### src/rtl/sseg_demux.sv
// Recovers 4-digit frames from a multiplexed active-low 7-segment bus.
// Optional frame counter output: define SSEG_DEMUX_FRAME_CNT_EN.
module sseg_demux #(
  parameter int MIN_DWELL = 1
) (
  input  logic       clk,
  input  logic       reset,
  input  logic [6:0] sseg,
  input  logic [3:0] an,
  input  logic       dp,
  output logic [3:0] digit0,
  output logic [3:0] digit1,
  output logic [3:0] digit2,
  output logic [3:0] digit3,
  output logic [1:0] dp_pos,
  output logic       dp_seen,
  output logic       frame_valid,
  output logic       seg_err,
  output logic       seq_err,
  output logic       an_err
`ifdef SSEG_DEMUX_FRAME_CNT_EN
  ,
  output logic [15:0] frame_cnt
`endif
);

  localparam logic [7:0] MD = 8'(MIN_DWELL);

  typedef enum logic [1:0] {
    HUNT = 2'd0,
    COL1 = 2'd1,
    COL2 = 2'd2,
    COL3 = 2'd3
  } state_e;

  state_e     state_q;
  logic [6:0] sseg_q;
  logic [3:0] an_q;
  logic       dp_q;
  logic [1:0] pos_q;
  logic [7:0] dwell_q, dwell_d;
  logic [3:0] buf0_q, buf1_q, buf2_q;
  logic [2:0] dpb_q;
  logic       bad_q;

  logic       an_vld, an_ill, chg, cap, in_col, hit, pub;
  logic [1:0] an_pos, dp_lo;
  logic [3:0] cur_dig, dpv;
  logic       cur_bad, cur_dp;

  function automatic logic [3:0] dec(input logic [6:0] s);
    case (s)
      7'b0000001: dec = 4'd0;
      7'b1001111: dec = 4'd1;
      7'b0010010: dec = 4'd2;
      7'b0000110: dec = 4'd3;
      7'b1001100: dec = 4'd4;
      7'b0100100: dec = 4'd5;
      7'b0100000: dec = 4'd6;
      7'b0001111: dec = 4'd7;
      7'b0000000: dec = 4'd8;
      7'b0001100: dec = 4'd9;
      default:    dec = 4'hF;
    endcase
  endfunction

  always_comb begin
    an_vld = 1'b0;
    an_pos = 2'd0;
    unique case (an_q)
      4'b1110: begin an_vld = 1'b1; an_pos = 2'd0; end
      4'b1101: begin an_vld = 1'b1; an_pos = 2'd1; end
      4'b1011: begin an_vld = 1'b1; an_pos = 2'd2; end
      4'b0111: begin an_vld = 1'b1; an_pos = 2'd3; end
      default: ;
    endcase
    an_ill = !an_vld && (an_q != 4'hF);
    // a zero count means the previous cycle was not this position
    chg = (pos_q != an_pos) || (dwell_q == 8'd0);
    if (!an_vld)          dwell_d = 8'd0;
    else if (chg)         dwell_d = 8'd1;
    else if (dwell_q == MD) dwell_d = dwell_q;
    else                  dwell_d = dwell_q + 8'd1;
    cap = an_vld && (dwell_d == MD)
        && (chg || (dwell_q != MD));
    in_col = (state_q != HUNT);
    hit = cap && in_col && (an_pos == state_q);
    pub = hit && (state_q == COL3);
    cur_dig = dec(sseg_q);
    cur_bad = (cur_dig == 4'hF);
    cur_dp = ~dp_q;
    dpv = {cur_dp, dpb_q};
    dp_lo = 2'd3;
    if (dpv[2]) dp_lo = 2'd2;
    if (dpv[1]) dp_lo = 2'd1;
    if (dpv[0]) dp_lo = 2'd0;
  end

  always_ff @(posedge clk or negedge reset) begin
    if (!reset) begin
      sseg_q      <= 7'h7F;
      an_q        <= 4'hF;
      dp_q        <= 1'b1;
      pos_q       <= 2'd0;
      dwell_q     <= 8'd0;
      state_q     <= HUNT;
      buf0_q      <= 4'h0;
      buf1_q      <= 4'h0;
      buf2_q      <= 4'h0;
      dpb_q       <= 3'b000;
      bad_q       <= 1'b0;
      digit0      <= 4'h0;
      digit1      <= 4'h0;
      digit2      <= 4'h0;
      digit3      <= 4'h0;
      dp_pos      <= 2'd0;
      dp_seen     <= 1'b0;
      frame_valid <= 1'b0;
      seg_err     <= 1'b0;
      seq_err     <= 1'b0;
      an_err      <= 1'b0;
    end else begin
      sseg_q      <= sseg;
      an_q        <= an;
      dp_q        <= dp;
      dwell_q     <= dwell_d;
      frame_valid <= 1'b0;
      seq_err     <= 1'b0;
      an_err      <= 1'b0;
      if (an_vld) pos_q <= an_pos;
      if (an_ill) begin
        an_err  <= 1'b1;
        state_q <= HUNT;
      end else if (cap) begin
        if (in_col && !hit) seq_err <= 1'b1;
        if (an_pos == 2'd0) begin
          buf0_q  <= cur_dig;
          dpb_q   <= {2'b00, cur_dp};
          bad_q   <= cur_bad;
          state_q <= COL1;
        end else if (pub) begin
          digit0      <= buf0_q;
          digit1      <= buf1_q;
          digit2      <= buf2_q;
          digit3      <= cur_dig;
          dp_pos      <= dp_lo;
          dp_seen     <= |dpv;
          seg_err     <= bad_q | cur_bad;
          frame_valid <= 1'b1;
          state_q     <= HUNT;
        end else if (hit && state_q == COL1) begin
          buf1_q   <= cur_dig;
          dpb_q[1] <= cur_dp;
          bad_q    <= bad_q | cur_bad;
          state_q  <= COL2;
        end else if (hit) begin
          buf2_q   <= cur_dig;
          dpb_q[2] <= cur_dp;
          bad_q    <= bad_q | cur_bad;
          state_q  <= COL3;
        end else if (in_col) begin
          state_q <= HUNT;
        end
      end
    end
  end

`ifdef SSEG_DEMUX_FRAME_CNT_EN
  always_ff @(posedge clk or negedge reset) begin
    if (!reset)   frame_cnt <= 16'h0;
    else if (pub) frame_cnt <= frame_cnt + 16'h1;
  end
`endif

endmodule

### config.mk
export PLATFORM = sky130hd
export DESIGN_NAME = sseg_demux
export DESIGN_NICKNAME = d
export VERILOG_FILES = /design/src/rtl/sseg_demux.sv
export SDC_FILE = /design/constraint.sdc
export NUM_CORES = 1
export LEC_CHECK = 0
export ABC_AREA = 1
export CAP_MARGIN = 20
export CORE_MARGIN = 5
export CORE_UTILIZATION = 59
export DETAILED_ROUTE_END_ITERATION = 6
export PLACE_DENSITY_LB_ADDON = 0.1
export RECOVER_POWER = 50
export SLEW_MARGIN = 5
export SYNTH_ARGS = -nofsm -noshare
export SYNTH_HDL_FRONTEND = slang
export SYNTH_SLANG_ARGS = --single-unit
### constraint.sdc
create_clock -name clk -period 3.63 [get_ports clk]
set_clock_uncertainty 0.1 [all_clocks]
set_input_delay 0.363 -clock clk [delete_from_list [all_inputs] [get_ports clk]]
set_output_delay 0.363 -clock clk [all_outputs]
set_load 0.01 [all_outputs]
After elaboration in Yosys (flattened, before gate mapping) --
Cells that the tools add are included.
Operators by class: add/sub/neg operators 1, $mul 0, divide/modulo/power cells 0, order comparisons 0, eq/ne operators 24, shift-type cells 0, multiplexer cells 33, bitwise operators 6, reductions and logical operators 31
Operators with widths (count):
- case mux 4 bit (10 select lines) | 1
- two-way mux 8 bit | 3
- two-way mux 2 bit | 11
- two-way mux 1 bit | 17
- == test 4 bit (second input constant) | 4
- == test 8 x 1 -> 1 bit (second input constant) | 2
- == test 7 x 4 -> 1 bit (second input constant) | 2
- == test 7 x 6 -> 1 bit (second input constant) | 2
- == test 7 bit (second input constant) | 2
- AND reduction 4 bit | 3
- AND reduction 5 bit | 2
- adder 8 x 1 -> 8 bit (second input constant) | 1
- logical AND 1 bit | 8
- logical NOT 8 bit | 1
- != test 8 x 1 -> 1 bit (second input constant) | 1
- nonzero test 2 bit | 4
- OR reduction 4 bit | 2
- == test 7 x 1 -> 1 bit (second input constant) | 1
- == test 7 x 3 -> 1 bit (second input constant) | 1
- == test 7 x 5 -> 1 bit (second input constant) | 1
- logical NOT 7 bit | 1
- case mux 2 bit (3 select lines) | 1
- AND reduction 6 bit | 1
- nonzero test 6 bit | 1
- other kinds (16) | 22
Storage, ports and cells: register bits after elaboration 63, bits in latches 0, RAM bits 0, ROM bits 0, output and inout port bits 23, word-level logic and storage cells 118, memories 0

Logic depth before layout (Yosys ltp) --
word-level depth 17, mapped depth 17, mapped depth without buffers 16

Worst setup path after synthesis --
OpenSTA, ideal clock, no wires.
kind register -> register, start point reg dwell_q[0], end point reg dp_seen, library setup time 127 ps, data arrival time 1980 ps, data required time 3403 ps, setup slack 1424 ps, cell stages (with the launch flop) 17, path buffers 2, cells stage by stage dfrtp_1 -> inv_1 -> ha_1 -> nor3b_1 -> nand2_1 -> nand3_1 -> nor2_2 -> buf_6 -> o21ai_1 -> nand3_2 -> nor2_4 -> nand3_4 -> nor2_8 -> inv_4 -> buf_6 -> nand2_1 -> nand2_1
On the way: word-level cells in the longest chain between the ends 11, elaborated cells on any way between the ends 16
RTL lines:
- start: declaration | line 41 | logic [7:0] dwell_q, dwell_d;
- start signal: assignment | line 126 | dwell_q <= dwell_d;
- adder 8 x 1 -> 8 bit, or another cell as far along | line 83 | else dwell_d = dwell_q + 8'd1;
- two-way mux 8 bit or logical OR 1 bit (tied branches) | line 82, 79
- two-way mux 8 bit | line 81 | else if (chg) dwell_d = 8'd1;
- two-way mux 8 bit | line 80 | if (!an_vld) dwell_d = 8'd0;
- == test 8 x 1 -> 1 bit | line 84 | cap = an_vld && (dwell_d == MD)
- logical AND 1 bit | line 84
- logical AND 1 bit (*) | line 85 | && (chg || (dwell_q != MD));
- logical AND 1 bit (2 in series) | line 87 | hit = cap && in_col && (an_pos == state_q);
- logical AND 1 bit | line 88 | pub = hit && (state_q == COL3);
- AND reduction 4 bit (no source line) (*)
- end signal: assignment | line 147 | dp_seen <= |dpv;
- end: declaration | line 16 | output logic dp_seen,
Mark *: on every way between the ends. The rest lies on a longest branch, timed or not. A chain may end at the register's enable or synchronous reset.

==> flow_summary.toml <==
[global_routing]
grt_pass1_wl_um = 10030
grt_pass1_vias = 2246
gr-usage-met1_pct = 27.33
grt_overflow = 0
grt_most_used_layer = "met2"
grt_antenna_before_repair = 0
grt_max_degree = 41
use_met2_pct = 31.03
grtUsageMet3_pct = 3.618
grt_usage_pct = 19.98

[die]
core_um2 = 5042
start_util_pct = 59.73
rows = 26
die_w_um = 81.45
dieArea_um2 = 6633
fp.dieH_um = 81.45
io_pins = 37

[clocking]
path_clk_slew_ns = 0.07
cts_buffer_depth = 2
cts.sinks = 63
cts_tree = "done"
cts_htree_levels = 3
clk-insertion-delay-late_ns = 0.33
cts_root_buf = "clkbuf_8"
ctsResizeCount = 0
cts_hold_buf = 0
cts_buffers = 9
cts_setup_buffers = 0

[final_layout]
stdcell_count = 467
multi_input_area_um2 = 1159
nFillCells = 395
postLayoutCoreUtil_pct = 72.31
seq_area_um2 = 1592
antenna_cells = 0
fin_nets = 409
area_growth_pct = 21.06
drive_above_1_share_pct = 14.61

[critical_path]
end_kind = "async pin"
cp-start-kind = "input pin"
critPathArrivalTime_ns = 2.84
critPathMaxFanout = 40
rrSetupSlack_ns = 0.95
critical_path.slowest_cell = "clkbuf_1"
cp_top_family = "buffers and inverters"
crit_chain = "clkbuf_1, clkbuf_1"
criticalPathCategory = "input pin to async pin"
crit_required_ns = 3.77
crit_path_max_incr_delay_ns = 1.44
crit_top_cell = "clkbuf_1"
path_buf_inv = 2

[power]
p_int_mw = 1.330
vdd_drop_max_mv = 0.3027
pwr-share-seq_pct = 46.9
p_leak_nw = 1.908
p_comb_share_pct = 11.8
powerDensity_nw_per_um2 = 490.5
switchingPower_mw = 0.4582
pwr-share-clk_pct = 41.3
finalPower_mw = 1.789
switching_share_pct = 25.62

[sta]
hold_violations = 0
maxSlewHeadroom_pct = -36.22
finalSetupViolCount = 0
max_freq_mhz = 371.4
fin_setup_tns_ns = 0
finalCriticalPeriod_ns = 2.693
maxSlewViolCount = 41
worstMarginPinSlew_ns = 2.043
rsz0062_at_grt = "no"
period_share_pct = 74.18

[detailed_routing]
first_pass_iters = 4
drc = 0
drt_wl_total_um = 5692
drtIter0Drc = 187
num_vias = 2341
ant_nets = 0
viasPerCell = 5.013
wl_per_cell_um = 12.19

[synth]
netlist_instances = 350
syn_nets = 367
yosysUniqueCellTypes = 37
ys_seq_area_share_pct = 52.85
yosys_register_bits = 63
synth_ff_type = "dfrtp_1"
synth_edf_count = 0
yosys_warnings = 0
async_flop_share_pct = 100.0
synth.avg_cell_area_um2 = 8.605
synthesis.area_um2 = 3012

[run_status]
violations = "capacitance limit, slew limit"
status = "complete, but fails checks"

[placed_design]
port_buffers = 36
gp_congestion = 0.8549
post-dp-hpwl_um = 4035
place_inst = 451

[job]
max-cap-violations = 1

[worst_hold_path]
hp-class = "flip-flop to flip-flop"
==> sequential cells by signal (all words and copies together) (netlist names) <==
| signal | flops |
|---|---|
| an_q | 4 |
| digit1 | 4 |
| an_err | 1 |
| dp_q | 1 |
| frame_valid | 1 |
| bad_q | 1 |
| state_q | 2 |
| dp_pos | 2 |
| buf2_q | 4 |
| dwell_q | 8 |
| sseg_q | 7 |
| digit0 | 4 |
| seq_err | 1 |
| pos_q | 2 |
| seg_err | 1 |
| dp_seen | 1 |
| buf0_q | 4 |
| buf1_q | 4 |
| digit2 | 4 |
| dpb_q | 3 |
| digit3 | 4 |
==> kinds of logic (layout without fill, tap and decap cells) <==
kind of cell	count (synthesis)	count (layout)	synth area share, %
adder cells (fa/ha/maj)	3	3	1.246
XOR/XNOR	5	5	1.454
AND/OR/NAND/NOR	174	174	26.88
flip-flops	63	63	52.85
buffers and inverters	60	107	8.683
AO/OA/AOI/OAI	45	45	8.891
==> through the flow <==
step / setup slack (ns) / hold WS, ns / cell area (µm²)
2_1_floorplan: 1.424 / -0.03259 / 3012
6_report: 0.9372 / 0.3740 / 3646
3_3_place_gp: 1.028 / 0.3569 / 3406
4_1_cts: 0.9380 / 0.06285 / 3651
5_1_grt: 0.2901 / 0.3902 / 3646
3_5_place_dp: 0.9733 / 0.3595 / 3406
==> final cells by class <==
class / instances / area share (%)
Sequential cell: 63 / 43.65
Clock inverter: 7 / 3.329
Clock buffer: 9 / 3.397
Tap cell: 70 / 2.402
Inverter: 54 / 5.628
Multi-Input combinational cell: 227 / 31.78
Timing Repair Buffer: 37 / 9.815
==> path summary, 6_finish.rpt <==
path                                        from                    end  depth (start not counted)
setup / recovery                           reset  digit3[1]$_DFFE_PN0P_                          2
setup reg to reg            dwell_q[0]$_DFF_PN0_      bad_q$_DFFE_PN0P_                         13
max in group clk            dwell_q[0]$_DFF_PN0_      bad_q$_DFFE_PN0P_                         13
min in group asynchronous                  reset   dwell_q[6]$_DFF_PN0_                          1
hold reg to reg            digit2[3]$_DFFE_PN0P_  digit2[3]$_DFFE_PN0P_                          2
hold / removal             digit2[3]$_DFFE_PN0P_  digit2[3]$_DFFE_PN0P_                          2
==> cell usage after synthesis, types with 2 or more instances <==
library cell / number / share of area (%)
inv_1: 50 / 6.2
buf_6: 4 / 1.5
o21ai_1: 2 / 0.33
nand2_1: 99 / 12
nor2_1: 28 / 3.5
nor3_1: 6 / 1.0
ha_1: 3 / 1.2
nand3_2: 4 / 1.3
xnor2_1: 2 / 0.58
nand2_2: 5 / 1.0
a21oi_1: 7 / 1.2
nand3_1: 15 / 2.5
nand4_1: 5 / 1.0
xor2_1: 3 / 0.87
nor3b_1: 2 / 0.50
o21ai_0: 23 / 3.8
dfrtp_1: 51 / 42
o21ai_2: 8 / 2.3
inv_2: 3 / 0.37
nand4_2: 2 / 0.83
dfstp_2: 12 / 10
==> layout by cell type, fill, tap and decap left out, types with 2 or more instances in the layout <==
| master | netlist | final |
|---|---|---|
| dfstp_2 | 12 | 12 |
| inv_2 | 3 | 3 |
| clkdlybuf4s50_1 | 0 | 23 |
| nand2_1 | 99 | 99 |
| inv_1 | 50 | 50 |
| dlygate4sd3_1 | 0 | 12 |
| dfrtp_1 | 51 | 51 |
| nand3_1 | 15 | 15 |
| clkbuf_8 | 0 | 9 |
| ha_1 | 3 | 3 |
| nand2_2 | 5 | 5 |
| nor3_1 | 6 | 6 |
| clkinv_4 | 0 | 3 |
| o21ai_1 | 2 | 2 |
| nand4_1 | 5 | 5 |
| nand4_2 | 2 | 2 |
| nor3b_1 | 2 | 2 |
| xnor2_1 | 2 | 2 |
| nand3_2 | 4 | 4 |
| o21ai_2 | 8 | 8 |
| bufinv_16 | 0 | 3 |
| xor2_1 | 3 | 3 |
| nor2_1 | 28 | 28 |
| clkbuf_1 | 1 | 2 |
| o21ai_0 | 23 | 23 |
| a21oi_1 | 7 | 7 |
==> power by group through the flow <==
stage / Sequential, mW / Clock (mW) / Combinational [mW]
floorplan: 0.842 / 0 / 0.144
global placement: 0.847 / 0 / 0.208
detailed placement: 0.848 / 0 / 0.216
CTS: 0.839 / 0.747 / 0.219
global route: 0.851 / 0.782 / 0.247
finish: 0.838 / 0.738 / 0.212
==> routing by layer <==
metal / part of all wire [%] / vias to the layer above
met2: 46 / 60
met4: 1.7 / 0
met1: 47 / 1079
li1: - / 1190
met3: 5.2 / 12
met5: 0 / -
No activity file was read; power rests on OpenSTA's default activity.
